--- config.mk ---
export PLATFORM = sky130hd
export DESIGN_NAME = gat_load_ctrl
export DESIGN_NICKNAME = d
export VERILOG_FILES = /design/src/rtl/gat_pkg.sv /design/src/rtl/gat_feat_reader.sv /design/src/rtl/gat_load_ctrl.sv
export SDC_FILE = /design/constraint.sdc
export NUM_CORES = 1
export LEC_CHECK = 0
export CAP_MARGIN = 20
export CORE_MARGIN = 4
export CORE_UTILIZATION = 55
export DETAILED_ROUTE_END_ITERATION = 7
export DONT_BUFFER_PORTS = 1
export PLACE_DENSITY_LB_ADDON = 0.08
export SLEW_MARGIN = 20
export SYNTH_ARGS = -nofsm -noshare
export SYNTH_HDL_FRONTEND = slang
export SYNTH_SLANG_ARGS = --single-unit
--- constraint.sdc ---
create_clock -name clk -period 5 [get_ports clk]
set_input_delay 0.75 -clock clk [delete_from_list [all_inputs] [get_ports clk]]
set_output_delay 0.75 -clock clk [all_outputs]
set_load 0.02 [all_outputs]
--- src/rtl/gat_pkg.sv ---
// -----------------------------------------------------------------------------
// gat_pkg
// Shared definitions for the GAT load controller slice:
//   - dataset region depths (overridable through the DS_* dataset defines)
//   - FSM state enum used by the controller and the feature reader
//   - write-region select enum for the shared BRAM write port
//   - helper to size the shared load address bus
// Configuration macro: GAT_LOAD_TIMEOUT_EN (adds the WAIT_GAT timeout default)
// -----------------------------------------------------------------------------
`ifndef DS_SUBGRAPH_IDX_DEPTH
`define DS_SUBGRAPH_IDX_DEPTH 13264
`endif
`ifndef DS_H_DATA_DEPTH
`define DS_H_DATA_DEPTH 242101
`endif
`ifndef DS_NODE_INFO_DEPTH
`define DS_NODE_INFO_DEPTH 13264
`endif
`ifndef DS_WEIGHT_DEPTH
`define DS_WEIGHT_DEPTH 22928
`endif
`ifndef DS_NEW_FEATURE_DEPTH
`define DS_NEW_FEATURE_DEPTH 43328
`endif

package gat_pkg;

   localparam int SUBGRAPH_IDX_DEPTH_DEF = `DS_SUBGRAPH_IDX_DEPTH;
   localparam int H_DATA_DEPTH_DEF       = `DS_H_DATA_DEPTH;
   localparam int NODE_INFO_DEPTH_DEF    = `DS_NODE_INFO_DEPTH;
   localparam int WEIGHT_DEPTH_DEF       = `DS_WEIGHT_DEPTH;
   localparam int NEW_FEATURE_DEPTH_DEF  = `DS_NEW_FEATURE_DEPTH;
`ifdef GAT_LOAD_TIMEOUT_EN
   localparam int TIMEOUT_CYCLES_DEF     = 2**24;
`endif

   typedef enum logic [3:0] {
      IDLE,
      LD_SUBG,
      LD_H,
      LD_INFO,
      LD_WGT,
      WAIT_GAT,
      RD_ADDR,
      RD_DATA,
      RD_OUT,
      ERR
   } gat_state_e;

   typedef enum logic [2:0] {
      RGN_NONE,
      RGN_SUBG,
      RGN_H,
      RGN_INFO,
      RGN_WGT
   } gat_region_e;

   // The load regions share one address bus, so it is sized for the deepest one.
   function automatic int maxDepth(input int a, input int b, input int c, input int d);
      int m;
      m = a;
      if (b > m) m = b;
      if (c > m) m = c;
      if (d > m) m = d;
      return m;
   endfunction

endpackage

--- src/rtl/gat_feat_reader.sv ---
// -----------------------------------------------------------------------------
// gat_feat_reader
// Streams NEW_FEATURE_DEPTH words out of the feature BRAM onto a valid/ready
// output. One word takes at least three cycles: address, BRAM latency, output.
// Ports:
//   clk, rst       clock, asynchronous active-high reset
//   i_start        one-cycle pulse, begins readout at index 0
//   o_done         one-cycle pulse when the final word is handed off
//   o_featAddr     feature BRAM byte address (index << 2)
//   i_featDout     feature BRAM data, valid one cycle after the address
//   o_mData        output word, held stable while stalled
//   o_mValid       output word valid
//   i_mReady       downstream ready
//   o_mLast        marks the final word
// -----------------------------------------------------------------------------
module gat_feat_reader
   import gat_pkg::*;
#(
   parameter int TOP_WIDTH = 32,
   parameter int DEPTH     = NEW_FEATURE_DEPTH_DEF,
   localparam int IW       = $clog2(DEPTH)
)(
   input  logic                 clk,
   input  logic                 rst,
   input  logic                 i_start,
   output logic                 o_done,
   output logic [IW+1:0]        o_featAddr,
   input  logic [TOP_WIDTH-1:0] i_featDout,
   output logic [TOP_WIDTH-1:0] o_mData,
   output logic                 o_mValid,
   input  logic                 i_mReady,
   output logic                 o_mLast
);

   gat_state_e           r_state;
   gat_state_e           w_nextState;
   logic [IW-1:0]        r_idx;
   logic [TOP_WIDTH-1:0] r_mData;
   logic                 w_lastIdx;
   logic                 w_done;

   assign w_lastIdx = (r_idx == IW'(DEPTH - 1));

   // Walk address -> data -> output for each word; the handshake in RD_OUT
   // either loops back for the next index or finishes the whole readout.
   always_comb begin
      w_nextState = r_state;
      w_done      = 1'b0;
      case (r_state)
         IDLE:    if (i_start) w_nextState = RD_ADDR;
         RD_ADDR: w_nextState = RD_DATA;
         RD_DATA: w_nextState = RD_OUT;
         RD_OUT: begin
            if (i_mReady) begin
               if (w_lastIdx) begin
                  w_nextState = IDLE;
                  w_done      = 1'b1;
               end else begin
                  w_nextState = RD_ADDR;
               end
            end
         end
         default: w_nextState = IDLE;
      endcase
   end

   // State register.
   always_ff @(posedge clk or posedge rst) begin
      if (rst) r_state <= IDLE;
      else     r_state <= w_nextState;
   end

   // Read index restarts at zero on every start and advances after each handoff.
   always_ff @(posedge clk or posedge rst) begin
      if (rst) begin
         r_idx <= '0;
      end else if (r_state == IDLE && i_start) begin
         r_idx <= '0;
      end else if (r_state == RD_OUT && i_mReady && !w_lastIdx) begin
         r_idx <= r_idx + 1'b1;
      end
   end

   // Capture BRAM data once its read latency has elapsed; it then stays put
   // for as long as the consumer stalls.
   always_ff @(posedge clk or posedge rst) begin
      if (rst)                    r_mData <= '0;
      else if (r_state == RD_DATA) r_mData <= i_featDout;
   end

   assign o_featAddr = {r_idx, 2'b00};
   assign o_mData    = r_mData;
   assign o_mValid   = (r_state == RD_OUT);
   assign o_mLast    = (r_state == RD_OUT) && w_lastIdx;
   assign o_done     = w_done;

endmodule

--- src/rtl/gat_load_ctrl.sv ---
// -----------------------------------------------------------------------------
// gat_load_ctrl
// Loads four BRAM regions (subgraph index, h data, node info, weights) from a
// single word stream, waits for the accelerator, then streams the new feature
// BRAM out through gat_feat_reader.
// Ports:
//   clk, rst                  clock, asynchronous active-high reset
//   start                     pulse, begins load/run/readout (only from IDLE/ERR)
//   s_data/s_valid/s_ready    input word stream
//   bram_din, bram_addra      shared write data and byte address (one cycle after accept)
//   *_bram_ena/_wea           per-region write strobes
//   *_bram_load_done          level flags, set with the final write of a region
//   gat_ready                 accelerator finished
//   feat_bram_addrb/_dout     feature BRAM read port
//   m_data/m_valid/m_ready/m_last  output feature stream
//   busy                      high outside IDLE
//   err                       timeout flag
// Configuration macro: GAT_LOAD_TIMEOUT_EN enables the WAIT_GAT timeout to ERR;
// without it err is tied low.
// -----------------------------------------------------------------------------
module gat_load_ctrl
   import gat_pkg::*;
#(
   parameter int TOP_WIDTH          = 32,
   parameter int SUBGRAPH_IDX_DEPTH = SUBGRAPH_IDX_DEPTH_DEF,
   parameter int H_DATA_DEPTH       = H_DATA_DEPTH_DEF,
   parameter int NODE_INFO_DEPTH    = NODE_INFO_DEPTH_DEF,
   parameter int WEIGHT_DEPTH       = WEIGHT_DEPTH_DEF,
   parameter int NEW_FEATURE_DEPTH  = NEW_FEATURE_DEPTH_DEF,
`ifdef GAT_LOAD_TIMEOUT_EN
   parameter int TIMEOUT_CYCLES     = TIMEOUT_CYCLES_DEF,
`endif
   localparam int AW  = $clog2(maxDepth(SUBGRAPH_IDX_DEPTH, H_DATA_DEPTH,
                                        NODE_INFO_DEPTH, WEIGHT_DEPTH)),
   localparam int FAW = $clog2(NEW_FEATURE_DEPTH)
)(
   input  logic                 clk,
   input  logic                 rst,
   input  logic                 start,
   input  logic [TOP_WIDTH-1:0] s_data,
   input  logic                 s_valid,
   output logic                 s_ready,
   output logic [TOP_WIDTH-1:0] bram_din,
   output logic [AW+1:0]        bram_addra,
   output logic                 subgraph_bram_ena,
   output logic                 subgraph_bram_wea,
   output logic                 h_data_bram_ena,
   output logic                 h_data_bram_wea,
   output logic                 h_node_info_bram_ena,
   output logic                 h_node_info_bram_wea,
   output logic                 wgt_bram_ena,
   output logic                 wgt_bram_wea,
   output logic                 h_data_bram_load_done,
   output logic                 h_node_info_bram_load_done,
   output logic                 wgt_bram_load_done,
   input  logic                 gat_ready,
   output logic [FAW+1:0]       feat_bram_addrb,
   input  logic [TOP_WIDTH-1:0] feat_bram_dout,
   output logic [TOP_WIDTH-1:0] m_data,
   output logic                 m_valid,
   input  logic                 m_ready,
   output logic                 m_last,
   output logic                 busy,
   output logic                 err
);

   gat_state_e           r_state;
   gat_state_e           w_nextState;
   gat_region_e          w_region;
   gat_region_e          r_wrRegion;
   logic [AW-1:0]        r_count;
   logic [AW-1:0]        w_depthM1;
   logic [TOP_WIDTH-1:0] r_bramDin;
   logic [AW+1:0]        r_bramAddr;
   logic                 r_hDone;
   logic                 r_infoDone;
   logic                 r_wgtDone;
   logic                 w_accept;
   logic                 w_lastWord;
   logic                 w_clearRun;
   logic                 w_rdStart;
   logic                 w_rdDone;

   // Map the load state to its region and last word index; outside the load
   // states there is no region, which also keeps s_ready low.
   always_comb begin
      w_region  = RGN_NONE;
      w_depthM1 = '0;
      case (r_state)
         LD_SUBG: begin w_region = RGN_SUBG; w_depthM1 = AW'(SUBGRAPH_IDX_DEPTH - 1); end
         LD_H:    begin w_region = RGN_H;    w_depthM1 = AW'(H_DATA_DEPTH - 1);       end
         LD_INFO: begin w_region = RGN_INFO; w_depthM1 = AW'(NODE_INFO_DEPTH - 1);    end
         LD_WGT:  begin w_region = RGN_WGT;  w_depthM1 = AW'(WEIGHT_DEPTH - 1);       end
         default: begin w_region = RGN_NONE; w_depthM1 = '0;                          end
      endcase
   end

   assign s_ready    = (w_region != RGN_NONE);
   assign w_accept   = s_valid && s_ready;
   assign w_lastWord = w_accept && (r_count == w_depthM1);

`ifdef GAT_LOAD_TIMEOUT_EN
   localparam int TOW = $clog2(TIMEOUT_CYCLES + 1);
   logic [TOW-1:0] r_toCnt;
   logic           w_timeout;

   assign w_timeout = (r_toCnt == TOW'(TIMEOUT_CYCLES - 1));

   // Count consecutive WAIT_GAT cycles without gat_ready; any other state
   // re-arms the count so each run gets the full window.
   always_ff @(posedge clk or posedge rst) begin
      if (rst)                                r_toCnt <= '0;
      else if (r_state == WAIT_GAT && !gat_ready) r_toCnt <= r_toCnt + 1'b1;
      else                                    r_toCnt <= '0;
   end

   assign err = (r_state == ERR);
`else
   assign err = 1'b0;
`endif

   // Sequence the four load regions, hand the readout to the reader once the
   // accelerator reports done, and return to IDLE when the reader finishes.
   // The controller parks in RD_ADDR while the reader walks its RD_* states.
   always_comb begin
      w_nextState = r_state;
      w_clearRun  = 1'b0;
      w_rdStart   = 1'b0;
      case (r_state)
         IDLE: begin
            if (start) begin
               w_nextState = LD_SUBG;
               w_clearRun  = 1'b1;
            end
         end
         LD_SUBG: if (w_lastWord) w_nextState = LD_H;
         LD_H:    if (w_lastWord) w_nextState = LD_INFO;
         LD_INFO: if (w_lastWord) w_nextState = LD_WGT;
         LD_WGT:  if (w_lastWord) w_nextState = WAIT_GAT;
         WAIT_GAT: begin
            if (gat_ready) begin
               w_nextState = RD_ADDR;
               w_rdStart   = 1'b1;
            end
`ifdef GAT_LOAD_TIMEOUT_EN
            else if (w_timeout) begin
               w_nextState = ERR;
            end
`endif
         end
         RD_ADDR, RD_DATA, RD_OUT: if (w_rdDone) w_nextState = IDLE;
         ERR: begin
            if (start) begin
               w_nextState = LD_SUBG;
               w_clearRun  = 1'b1;
            end
         end
         default: w_nextState = IDLE;
      endcase
   end

   // State register.
   always_ff @(posedge clk or posedge rst) begin
      if (rst) r_state <= IDLE;
      else     r_state <= w_nextState;
   end

   // Word counter within the current region; wraps when a region completes so
   // the next region starts writing at address zero.
   always_ff @(posedge clk or posedge rst) begin
      if (rst) begin
         r_count <= '0;
      end else if (w_clearRun) begin
         r_count <= '0;
      end else if (w_accept) begin
         r_count <= w_lastWord ? '0 : r_count + 1'b1;
      end
   end

   // Register the write one cycle after acceptance. Stalled cycles load
   // RGN_NONE so no strobe fires, while data and address simply hold.
   always_ff @(posedge clk or posedge rst) begin
      if (rst) begin
         r_wrRegion <= RGN_NONE;
         r_bramDin  <= '0;
         r_bramAddr <= '0;
      end else begin
         r_wrRegion <= w_accept ? w_region : RGN_NONE;
         if (w_accept) begin
            r_bramDin  <= s_data;
            r_bramAddr <= {r_count, 2'b00};
         end
      end
   end

   // Load-done flags are set on the same edge that registers the region's
   // final write, so they rise together with its last strobe.
   always_ff @(posedge clk or posedge rst) begin
      if (rst) begin
         r_hDone    <= 1'b0;
         r_infoDone <= 1'b0;
         r_wgtDone  <= 1'b0;
      end else if (w_clearRun) begin
         r_hDone    <= 1'b0;
         r_infoDone <= 1'b0;
         r_wgtDone  <= 1'b0;
      end else if (w_lastWord) begin
         if (r_state == LD_H)    r_hDone    <= 1'b1;
         if (r_state == LD_INFO) r_infoDone <= 1'b1;
         if (r_state == LD_WGT)  r_wgtDone  <= 1'b1;
      end
   end

   assign bram_din                   = r_bramDin;
   assign bram_addra                 = r_bramAddr;
   assign subgraph_bram_ena          = (r_wrRegion == RGN_SUBG);
   assign subgraph_bram_wea          = (r_wrRegion == RGN_SUBG);
   assign h_data_bram_ena            = (r_wrRegion == RGN_H);
   assign h_data_bram_wea            = (r_wrRegion == RGN_H);
   assign h_node_info_bram_ena       = (r_wrRegion == RGN_INFO);
   assign h_node_info_bram_wea       = (r_wrRegion == RGN_INFO);
   assign wgt_bram_ena               = (r_wrRegion == RGN_WGT);
   assign wgt_bram_wea               = (r_wrRegion == RGN_WGT);
   assign h_data_bram_load_done      = r_hDone;
   assign h_node_info_bram_load_done = r_infoDone;
   assign wgt_bram_load_done         = r_wgtDone;
   assign busy                       = (r_state != IDLE);

   gat_feat_reader #(
      .TOP_WIDTH (TOP_WIDTH),
      .DEPTH     (NEW_FEATURE_DEPTH)
   ) u_featReader (
      .clk        (clk),
      .rst        (rst),
      .i_start    (w_rdStart),
      .o_done     (w_rdDone),
      .o_featAddr (feat_bram_addrb),
      .i_featDout (feat_bram_dout),
      .o_mData    (m_data),
      .o_mValid   (m_valid),
      .i_mReady   (m_ready),
      .o_mLast    (m_last)
   );

endmodule

==> impl_metrics.tcl <==
set metrics [dict create \
    status "complete, no violations" \
    vias_per_cell 5.66 \
    max_freq_ghz 0.311 \
    synth_top_cell_by_area "dfrtp_1" \
    r2r-start "r_state[0]" \
    rsz0062_at_grt "false" \
    io_buffer_count 0 \
    pwr-share-clk_pct 49.9 \
    min_period_over_period_pct 64.2 \
    setup_tns_ns 0 \
    drv_slew 0 \
    grt_util_all_layers_pct 21.3 \
    drive_gt1_share_pct 14.8 \
    synth_warnings 0 \
    avgSynthCellArea_um2 9.76 \
    fillers 835 \
    cts_tree "done" \
    clkTransAtPathRegs_ns 0.06 \
    layout.area.seq_um2 3200 \
    fin_ws_ns 1.79 \
    worst_setup_path_end_kind "flop" \
    firstDrtPassIters 4 \
    initial_core_util_pct 56.8 \
    relSlewSlack_pct 33.6 \
    cts_sinks 128 \
    syn_to_final_growth_pct 12.2 \
    path_class "flop to flop" \
    grt_pass1_vias 4168 \
    post-dp-hpwl_mm 8.87 \
    drc 0 \
    drt_iter0_markers 227 \
    dp_slack_ns 1.79 \
    maxCapViolations 0 \
    clk_path_buf_depth 2 \
    tightest_slew_ns 0.992 \
    seqPwrFrac_pct 45.1 \
    design_area_um2 6610 \
    routed_wl_mm 12.8 \
    antenna_found_initial 0 \
    synth_area_um2 5890 \
    leakage_nw 3.11 \
    crit_required_ns 5.46 \
    post_drt_wl_per_cell_um 17.2 \
    ys_ff_latch 128 \
    die_area_um2 12400 \
    rows 37 \
    fin_skew_ns 0.00773 \
    nets 668 \
    multi_input_area_um2 2480 \
    cp_max_fo 53 \
    drtAntennaViolNets 0 \
    synth_edf_count 0 \
    critPathMaxStageDelay_ns 0.92 \
    grt_pass1_wl_mm 21.4 \
    die_w_um 112 \
    grt_overflow_total 0 \
    cp_top_family "simple AND/OR/NAND/NOR gates" \
    die_h_um 112 \
    clk_latency_ns 0.52 \
    period_minus_slack_ns 3.21 \
    synth_most_common_cell "nand2_1" \
    synthTopCellsByCount "186 x nand2_1, 128 x dfrtp_1, 41 x nor2_1" \
    crit_slowest_cell "and2_2" \
    synthTopCellsByArea "dfrtp_1 54%, nand2_1 12%, mux2_2 6.3%" \
    total_power_w 0.00275 \
    critPathBufInv 0 \
    yosysSeqAreaShare_pct 54.3 \
    switchingPower_w 0.000679 \
    num_vias 4214 \
    synth_cell_types 58 \
    synth_flop_cell "dfrtp_1" \
    synth_top_area_share_pct 54.3 \
    timing.rr.end "r_count[11]" \
    hp-class "input port to asynchronous set/reset pin" \
    combPwrFrac_pct 5.1 \
    powerDensity_nw_per_um2 417 \
    path_cells "nor2_2 -> xnor2_1 -> and2_2 -> o31ai_4 -> nor3_1 -> a211o_1" \
    postCtsSetupBuffers 0 \
    htreeDepth 4 \
    cts_resized 0 \
    ff2ff_path_depth 6 \
    finish.utilization_pct 63.8 \
    synthArstFlopShare_pct 100 \
    swShare_pct 24.7 \
    power.internal_w 0.00208 \
    dpl-instance-area_um2 5940 \
    core_area_um2 10400 \
    postCtsHoldBufs 0 \
    crit_arrival_ns 3.67 \
    cts_buffers 17 \
    synthesis.instances 604 \
    r2r_setup_slack_ns 1.79 \
    antennaDiodeCount 0 \
    setup_viol 0 \
    cts_root_buffer "clkbuf_8" \
    peakVddDrop_uv 245 \
    grt_max_degree 94 \
    critPathLaunchType "flop" \
    ios 188 \
    place_congestion 0.838 \
    finalHoldViolCount 0 \
]
## power groups by stage
stage	Clock (W)	Combinational, W	Sequential (W)
2_1_floorplan	0	0.000131	0.00123
5_1_grt	0.00145	0.000166	0.00125
4_1_cts	0.00140	0.000143	0.00124
3_5_place_dp	0	0.000141	0.00126
6_report	0.00137	0.000140	0.00124
3_3_place_gp	0	0.000137	0.00126
## registers in the layout (all words and copies together) (netlist names), 3 cells and up
name                  cells
r_wrRegion                3
bram_din                 32
u_featReader.r_idx       16
bram_addra               18
u_featReader.r_state      3
r_count                  18
u_featReader.o_mData     32
r_state                   3
## metrics by stage
step,hold slack [ns],instances
detailed placement,0.529,713
finish,0.250,745
global placement,0.527,713
global route,0.306,745
floorplan,0.480,608
CTS,0.309,745
## worst max path at each step
stage | cells past startpoint | from | to
global placement | 6 | r_state[0] | r_count[2]
floorplan | 1 | rst | bram_addra[10]
detailed placement | 6 | r_state[0] | r_count[4]
CTS | 6 | r_state[0] | r_count[4]
finish | 6 | r_state[0] | r_count[11]
global route | 6 | r_state[0] | r_count[2]
## cell usage in the layout (no fill, tap or decap), drive strengths merged, types with 3 or more instances in the layout
master,netlist,routed
nand2,186,186
dfrtp,128,128
nor2,42,42
mux2,33,33
clkbuf,18,21
nand3,18,18
nor3,17,17
o21ai,15,15
xnor2,14,14
or3,10,10
a21oi,9,9
nand4,9,9
inv,8,9
xor2,8,8
buf,20,7
nor3b,6,6
a211o,5,5
conb,1,5
bufinv,0,5
and3,5,5
and2,5,5
nor4,4,4
nor2b,3,3
nand2b,3,3
mux2i,3,3
clkinv,0,3
or2,3,3
## area by class of cell
cell class / instances / share of cell area [%]
flip-flops and latches: 128 / 48.4
multi-input cells: 434 / 37.5
clock buffers: 21 / 7.10
clock inverters: 11 / 3.03
well taps: 136 / 2.57
repair buffers: 7 / 0.795
inverters: 8 / 0.530
## layer usage
| metal | track usage (%) | vias to the layer above | part of all wire (%) | wire (µm) |
|---|---|---|---|---|
| met5 | 0 | - | 0 | 0 |
| met4 | 7.62 | 0 | 1.4 | 173 |
| met3 | 9.02 | 16 | 9.2 | 1180 |
| met2 | 34.1 | 142 | 49 | 6280 |
| met1 | 25.9 | 2068 | 40 | 5160 |
| li1 | - | 1988 | - | - |
## kinds of logic (layout without fill, tap and decap cells)
group	after synthesis	in the layout	share of synthesized area [%]
compound gates	44	44	5.92
xor+xnor	22	22	3.27
fa+ha+maj	2	2	0.424
buf+inv	46	47	3.99
flops	128	128	54.3
mux	36	36	6.81
other cells	1	5	0.0636
simple gates	325	325	25.2
No activity file was read; power rests on OpenSTA's default activity.
